## config.mk

```make
export PLATFORM = sky130hd
export DESIGN_NAME = booth_multiplier_seq
export DESIGN_NICKNAME = d
export VERILOG_FILES = /design/src/rtl/booth_pkg.sv /design/src/rtl/booth_step.sv /design/src/rtl/booth_multiplier_seq.sv
export SDC_FILE = /design/constraint.sdc
export NUM_CORES = 1
export LEC_CHECK = 0
export CORE_ASPECT_RATIO = 0.75
export CORE_MARGIN = 5
export CORE_UTILIZATION = 44
export DETAILED_ROUTE_END_ITERATION = 10
export PLACE_DENSITY = 0.77
export SYNTH_ARGS = -nofsm -noshare
export SYNTH_HDL_FRONTEND = slang
export SYNTH_HIERARCHICAL = 1
export SYNTH_SLANG_ARGS = --single-unit
```

## constraint.sdc

```tcl
create_clock -name clk -period 2.8 [get_ports clk]
set_input_delay 0.42 -clock clk [delete_from_list [all_inputs] [get_ports clk]]
set_output_delay 0.42 -clock clk [all_outputs]
set_load 0.01 [all_outputs]
```

## src/rtl/booth_pkg.sv

```systemverilog
// Shared types and sizing helpers for the sequential Booth multiplier.
// Latency: n/a (declarations only). Backpressure: n/a.
package booth_pkg;

    typedef enum logic [1:0] {
        IDLE = 2'd0,
        RUN  = 2'd1,
        DONE = 2'd2
    } state_t;

    // Extended operand width: one guard bit so unsigned operands become positive two's complement.
    function automatic int w1_of(input int width);
        return width + 1;
    endfunction

    // Step counter must hold the value W1.
    function automatic int cnt_w_of(input int width);
        return $clog2(width + 2);
    endfunction

endpackage

```

## src/rtl/booth_step.sv

```systemverilog
// One radix-2 Booth step: conditional add/subtract of M, then arithmetic shift right of {A, Q, Q-1}.
// Latency: combinational. Backpressure: none.
module booth_step #(
    parameter int W1 = 5
) (
    input  logic [W1:0]   acc_i,
    input  logic [W1-1:0] q_i,
    input  logic          qm1_i,
    input  logic [W1-1:0] m_i,
    output logic [W1:0]   acc_o,
    output logic [W1-1:0] q_o,
    output logic          qm1_o
);

    logic [W1:0] m_ext;
    logic [W1:0] sum;

    always_comb begin
        m_ext = {m_i[W1-1], m_i};
        unique case ({q_i[0], qm1_i})
            2'b01:   sum = acc_i + m_ext;
            2'b10:   sum = acc_i - m_ext;
            default: sum = acc_i;
        endcase
        acc_o = {sum[W1], sum[W1:1]};
        q_o   = {sum[0], q_i[W1-1:1]};
        qm1_o = q_i[0];
    end

endmodule

```

## src/rtl/booth_multiplier_seq.sv

```systemverilog
// Sequential radix-2 Booth multiplier, signed or unsigned per operation, start/busy/done handshake.
// Latency: done WIDTH+1 cycles after the start edge. Backpressure: start is ignored while busy.
module booth_multiplier_seq
    import booth_pkg::*;
#(
    parameter int WIDTH = 4
) (
    input  logic               clk,
    input  logic               reset,
    input  logic               start,
    input  logic               is_signed,
    input  logic [WIDTH-1:0]   a,
    input  logic [WIDTH-1:0]   b,
    output logic [2*WIDTH-1:0] product,
    output logic               busy,
    output logic               done
);

    localparam int W1 = w1_of(WIDTH);
    localparam int CW = cnt_w_of(WIDTH);

    state_t             state_q,   state_d;
    logic [W1:0]        acc_q,     acc_d;
    logic [W1-1:0]      q_q,       q_d;
    logic               qm1_q,     qm1_d;
    logic [W1-1:0]      m_q,       m_d;
    logic [CW-1:0]      cnt_q,     cnt_d;
    logic [2*WIDTH-1:0] product_q, product_d;

    logic [W1:0]        acc_s;
    logic [W1-1:0]      q_s;
    logic               qm1_s;

    booth_step #(
        .W1 (W1)
    ) u_step (
        .acc_i (acc_q),
        .q_i   (q_q),
        .qm1_i (qm1_q),
        .m_i   (m_q),
        .acc_o (acc_s),
        .q_o   (q_s),
        .qm1_o (qm1_s)
    );

    always_comb begin
        state_d   = state_q;
        acc_d     = acc_q;
        q_d       = q_q;
        qm1_d     = qm1_q;
        m_d       = m_q;
        cnt_d     = cnt_q;
        product_d = product_q;
        unique case (state_q)
            IDLE, DONE: begin
                if (start) begin
                    // Mode only decides the extension bit; the datapath is always signed.
                    m_d     = {is_signed & a[WIDTH-1], a};
                    q_d     = {is_signed & b[WIDTH-1], b};
                    acc_d   = '0;
                    qm1_d   = 1'b0;
                    cnt_d   = CW'(W1);
                    state_d = RUN;
                end else begin
                    state_d = IDLE;
                end
            end
            RUN: begin
                acc_d = acc_s;
                q_d   = q_s;
                qm1_d = qm1_s;
                cnt_d = cnt_q - CW'(1);
                if (cnt_q == CW'(1)) begin
                    product_d = {acc_s[WIDTH-1:0], q_s};
                    state_d   = DONE;
                end
            end
            default: state_d = IDLE;
        endcase
    end

    always_ff @(posedge clk) begin
        if (reset) begin
            state_q   <= IDLE;
            acc_q     <= '0;
            q_q       <= '0;
            qm1_q     <= 1'b0;
            m_q       <= '0;
            cnt_q     <= '0;
            product_q <= '0;
        end else begin
            state_q   <= state_d;
            acc_q     <= acc_d;
            q_q       <= q_d;
            qm1_q     <= qm1_d;
            m_q       <= m_d;
            cnt_q     <= cnt_d;
            product_q <= product_d;
        end
    end

    assign product = product_q;
    assign busy    = (state_q == RUN);
    assign done    = (state_q == DONE);

endmodule

```

==> flow_summary.yaml, run 1 <==
critical_path:
  worstPathMaxFanout: 5
  reg2reg_setup_slack_ns: 0.38
  start_kind: "flop"
  required_ns: 2.95
  crit_path_end_kind: "flop"
  cp.arrival_ns: 2.57
  rr_startpoint: "m_q[1]"
  crit_type: "reg -> reg"
  worstSetupStartpoint: "m_q[1]"
power:
  powerDensity_mw_per_mm2: 551
  p_leak_uw: 0.000715
  power_uw: 1120
  ir_drop_uv: 340
run:
  maxCapViolations: 0
cts:
  cts_tree: "built"
  clk_pin_slew_ns: 0.06
  hold_buffers: 0
  cts-resized-gates: 0
  clockBufferDepth: 2
  clockRootBuffer: "clkbuf_8"
  clk_latency_ns: 0.28
  h-tree-depth: 2
  cts_setup_buffers: 0
  cts_buffers: 5
  cts.sink_count: 30
place:
  placed_area_mm2: 0.00194
  dp_hpwl_um: 2490
  place_congestion: 0.794
  numPortBuffers: 21
  post-place-ws_ns: 0.382
routing:
  vias: 1402
  drc: 0
  viasPerCell: 5.10
  wire_per_inst_um: 12.4
  dr.pass1.iters: 4
  drtAntennaViolNets: 0
  drtIter0Drc: 51
  drt-total-wl_um: 3410
outcome:
  status: "finished, final reports clean"
timing:
  skew_ns: 0.00692
  slew_viol_final: 0
  period_needed_ns: 2.42
  worst_pin_slew_ns: 0.766
  relSlewSlack: 0.489
  finalHoldViolations: 0
  setup_slack_ns: 0.380
  fmax_ghz: 0.413
  rsz0062_at_grt: "no"
  setup_tns_ns: 0
  setup_violations: 0
  fin_crit_sh: 0.864
synthesis:
  syn_area_mm2: 0.00178
  netlist_instances: 207
  syn_nets: 229
  synth_area_leader_cell: "dfxtp_1"
  synth_cell_type_count: 40
  synthTopCellsByArea: "dfxtp_1, nand2_1, a21oi_1, ha_1, a311oi_2"
  ys_seq_area_frac: 0.338
  synth-seq-cells: 30
  avgSynthCellArea_um2: 8.59
  ys_warn_count: 6
  synth_top_area_frac: 0.338
layout:
  n_antenna_cell: 0
  syn_to_final_growth_pct: 14.4
  final_util: 0.511
  nets: 241
  postLayoutCellArea_mm2: 0.00203
  layout-drive-gt1-share: 0.150
die:
  die_h_um: 65.1
  start_util: 0.447
  core_area_mm2: 0.00398
  num_rows: 20
  dieArea_mm2: 0.00543
  dieWidth_um: 83.4
  ios: 22
global_routing:
  antenna_found_initial: 0
  grt_pass1_wl_um: 6070
  first_global_vias: 1331
  gr-total-overflow: 0
  grt_max_degree: 20
  grtUsageTotal: 0.140
hold_path:
  hold_class: "reg -> reg"
  min-delay-start: "product[3]"
-- final timing paths --
kind                            cells past startpoint          to
worst max-delay path                               12    acc_q[4]
worst min-delay path                                2  product[3]
worst max register to register                     12    acc_q[4]
worst min register to register                      2  product[3]
-- registers in the layout, indices dropped and copies added (netlist names) --
signal   count
m_q          5
acc_q        6
product      8
qm1_q        1
state_q      2
q_q          5
cnt_q        3
-- layout make-up --
class | count | area, um^2
fill | 377 | 1940
tap | 55 | 68.8
multi-input combinational | 148 | 983
inverter | 10 | 45.0
timing repair buffer | 24 | 245
clock buffer | 7 | 86.3
sequential | 30 | 601
clock inverter | 1 | 5.00
-- routing by layer --
metal,vias up,share of wire,track usage,wire length (um)
li1,722,-,-,-
met1,642,0.49,0.180,1680
met2,32,0.43,0.218,1470
met3,6,0.060,0.0432,204
met4,0,0.017,0.0551,57
met5,-,0,0,0
-- worst max-delay path: stages, from the launching register on --
cell,delay (ns)
dfxtp_1,0.43
inv_1,0.07
ha_1,0.19
a21oi_1,0.15
xnor2_1,0.15
ha_1,0.32
a21oi_1,0.18
nand2_1,0.10
a41oi_4,0.21
mux2i_1,0.22
nand4b_1,0.13
nand2_1,0.09
a21oi_2,0.05
-- cells in the mapped netlist --
library cell,count
a211oi_2,2
a21o_1,2
a21oi_1,24
a21oi_2,5
a221oi_1,1
a22oi_1,1
a311oi_2,4
a41oi_4,1
and2_1,1
and2b_1,1
and3_1,1
and4bb_2,1
buf_2,2
buf_4,8
buf_6,3
buf_8,2
clkbuf_1,4
dfxtp_1,30
fa_1,1
ha_1,9
inv_1,9
inv_8,1
mux2_2,1
mux2i_1,4
nand2_1,45
nand2b_1,3
nand3_1,9
nand3_2,4
nand4b_1,1
nand4bb_1,1
nor2_1,8
nor2b_2,1
nor3_1,4
nor4_2,1
o211ai_1,1
o21ai_0,3
o21ai_2,1
or3_4,1
xnor2_1,4
xor2_1,2
-- cell families after synthesis --
group                      after synthesis  share of synthesized area
muxes                                    5                     0.0289
buffers and inverters                   29                      0.109
and+or+nand+nor                         82                      0.229
AOI/OAI and AO/OA                       45                      0.191
xor gates and xnor gates                 6                     0.0296
adders and majority gates               10                     0.0746
DFF                                     30                      0.338
-- through the flow --
stage | std cells | hold WS (ns)
after floorplan | 207 | 0.445
after global placement | 267 | 0.442
after detailed placement | 267 | 0.447
after CTS | 275 | 0.454
after global routing | 275 | 0.476
final | 275 | 0.451
-- cell usage in the layout, fill, tap and decap left out, types with 2 or more instances in the layout --
| cell | instances |
|---|---|
| xor2_1 | 2 |
| nand3_1 | 9 |
| nor2_1 | 8 |
| clkbuf_8 | 6 |
| ha_1 | 9 |
| nand2b_1 | 3 |
| a211oi_2 | 2 |
| a21oi_1 | 24 |
| nand3_2 | 4 |
| xnor2_1 | 4 |
| a21o_1 | 2 |
| nor3_1 | 4 |
| mux2i_1 | 4 |
| buf_4 | 2 |
| o21ai_0 | 3 |
| inv_1 | 9 |
| a311oi_2 | 4 |
| dfxtp_1 | 30 |
| a21oi_2 | 5 |
| clkdlybuf4s50_1 | 21 |
| nand2_1 | 45 |
-- where the power goes --
part           leakage [uW]  internal [uW]  switching [uW]
Clock             0.0000482            198             162
Combinational      0.000422            130             152
Sequential         0.000245            451            26.5
Total              0.000715            779             341
Power figures use the tool's default switching activity.
==> run 2, diff against run 1 <==
--- a/config.mk
+++ b/config.mk
@@ -9,7 +9,7 @@
 export CORE_MARGIN = 5
 export CORE_UTILIZATION = 44
 export DETAILED_ROUTE_END_ITERATION = 10
-export PLACE_DENSITY = 0.77
+export PLACE_DENSITY = 0.79
 export SYNTH_ARGS = -nofsm -noshare
 export SYNTH_HDL_FRONTEND = slang
 export SYNTH_HIERARCHICAL = 1
==> constraint.sdc (replaced) <==
create_clock -name clk -period 2.02 [get_ports clk]
set_input_delay 0.303 -clock clk [delete_from_list [all_inputs] [get_ports clk]]
set_output_delay 0.303 -clock clk [all_outputs]
set_load 0.01 [all_outputs]
==> flow_summary.yaml, run 2 (same netlist as run 1, synthesis figures left out) <==
timing:
  fmax_ghz: 0.450
  worst_pin_slew_ns: 0.411
  period_needed_ns: 2.22
  setup_tns_ns: -0.496
  skew_ns: 0.00723
  setup_slack_ns: -0.201
  relSlewSlack: 0.724
  slew_viol_final: 0
  finalHoldViolations: 0
  rsz0062_at_grt: "yes"
  setup_violations: 5
  fin_crit_sh: 1.10
global_routing:
  grt_pass1_wl_um: 6780
  gr-total-overflow: 0
  antenna_found_initial: 0
  grt_max_degree: 31
  first_global_vias: 1467
  grtUsageTotal: 0.156
critical_path:
  crit_type: "reg -> reg"
  rr_startpoint: "qm1_q"
  required_ns: 2.18
  reg2reg_setup_slack_ns: -0.20
  reg2reg_depth: 12
  start_kind: "flop"
  cp.arrival_ns: 2.38
  worstPathMaxFanout: 5
  timing.rr.end: "acc_q[5]"
  crit_path_end_kind: "flop"
outcome:
  status: "finished, violations left"
  failed_checks: "setup timing"
layout:
  syn_to_final_growth_pct: 25.8
  final_common_cell: "nand2_1"
  n_antenna_cell: 0
  layout-drive-gt1-share: 0.288
  nets: 257
  multi_input_area_mm2: 0.00105
  final_cell_mix: "nand2_1, dfxtp_1, clkdlybuf4s50_1"
  fillers: 360
  regArea_um2: 607
  largest_reg_flops: 8
  postLayoutCellArea_mm2: 0.00224
die:
  num_rows: 20
  core_area_mm2: 0.00398
  start_util: 0.447
  die_h_um: 65.1
  ios: 22
  dieArea_mm2: 0.00543
  dieWidth_um: 83.4
routing:
  wire_per_inst_um: 13.4
  viasPerCell: 5.16
  vias: 1502
  drt-total-wl_um: 3890
  drtAntennaViolNets: 0
  dr.pass1.iters: 4
  drtIter0Drc: 91
  drc: 0
cts:
  cts.sink_count: 30
  hold_buffers: 0
  h-tree-depth: 2
  clockRootBuffer: "clkbuf_8"
  clk_pin_slew_ns: 0.07
  cts_tree: "built"
  clockBufferDepth: 2
  clk_latency_ns: 0.29
  cts_buffers: 5
power:
  p_sw_uw: 520
  p_comb_frac: 0.280
  powerDensity_mw_per_mm2: 787
  clkPwrFrac: 0.345
  p_leak_uw: 0.000803
  ir_drop_uv: 348
  power.share.switching: 0.296
  pwr-share-seq: 0.376
  intPower_uw: 1240
place:
  dp_hpwl_um: 2790
  numPortBuffers: 21
  placed_area_mm2: 0.00205
  place_congestion: 0.758
run:
  maxCapViolations: 0
hold_path:
  min-delay-start: "product[5]"
  whs_path_depth: 2
  min_to: "product[5]"
  hold_class: "reg -> reg"
## run 2: cell count changes in the layout (fill, tap and decap cells not counted), moves of 2 or more
cell / delta
nand2_1: -2
nand2_2: +2
a21oi_2: +4
inv_2: +3
dfxtp_1: -5
ha_4: +2
o21ai_1: +3
ha_1: -2
dfxtp_2: +5
a21oi_1: -4
o21ai_0: -3
buf_4: +16
inv_1: -3
## run 2: worst max-delay path by stage
| stage | start | endpoint |
|---|---|---|
| finish | qm1_q | acc_q[5] |
| global route | qm1_q | acc_q[5] |
| CTS | m_q[1] | acc_q[5] |
| detailed placement | m_q[0] | acc_q[4] |
| global placement | m_q[0] | acc_q[4] |
| floorplan | qm1_q | acc_q[5] |
## run 2: cell type report
class / count / share of cell area
clock buffer: 6 / 0.0325
clock inverter: 2 / 0.0168
inverter: 10 / 0.0201
multi-input combinational: 148 / 0.469
sequential: 30 / 0.271
tap: 55 / 0.0308
timing repair buffer: 40 / 0.159
## run 2: repair_timing
item	CTS	global route
buffers inserted	1	2
endpoints found under the setup margin	7	10
pin swaps	10	10
endpoints found under the hold margin	0	0
gates resized for setup	11	8
## run 2: per-stage QoR
stage	std cells	total power (uW)	setup WS [ns]	hold slack, ns	utilization
floorplan	207	1020	-0.241	0.431	-
global placement	280	1110	-0.0833	0.443	0.515
detailed placement	280	1120	-0.211	0.447	0.515
CTS	289	1750	-0.207	0.457	0.552
global route	291	1860	-0.321	0.477	0.562
finish	291	1760	-0.201	0.454	0.562
## run 2: power groups by stage
stage          combinational, uW  clock (uW)  sequential [uW]
3_3_place_gp                 434           0              671
6_report                     492         606              661
5_1_grt                      544         648              666
4_1_cts                      469         619              659
2_1_floorplan                354           0              668
3_5_place_dp                 448           0              671
## run 2: critical path, stage by stage (launching register included)
cell and delay (ns):
dfxtp_2 0.34, inv_2 0.04, ha_4 0.18, a21oi_2 0.11, xnor2_1 0.08, ha_1 0.34, a21oi_2 0.16, nand2_2 0.09
a41oi_4 0.21, mux2i_1 0.22, nand4b_1 0.15, nand2_1 0.08, a21oi_1 0.06
## run 2: per-layer routing
layer,part of all wire,GRT usage,up-vias
li1,-,-,753
met1,0.48,0.199,722
met2,0.47,0.251,20
met3,0.033,0.0394,7
met4,0.016,0.0673,0
met5,0,0,-
==> run 3, diff against run 2 <==
--- a/config.mk
+++ b/config.mk
@@ -5,10 +5,12 @@
 export SDC_FILE = /design/constraint.sdc
 export NUM_CORES = 1
 export LEC_CHECK = 0
+export CAP_MARGIN = 20
 export CORE_ASPECT_RATIO = 0.75
 export CORE_MARGIN = 5
 export CORE_UTILIZATION = 44
 export DETAILED_ROUTE_END_ITERATION = 10
+export GPL_ROUTABILITY_DRIVEN = 0
 export PLACE_DENSITY = 0.79
 export SYNTH_ARGS = -nofsm -noshare
 export SYNTH_HDL_FRONTEND = slang
==> results of run 3 <==
The final DEF is identical to that of run 2; final timing and power are the same.
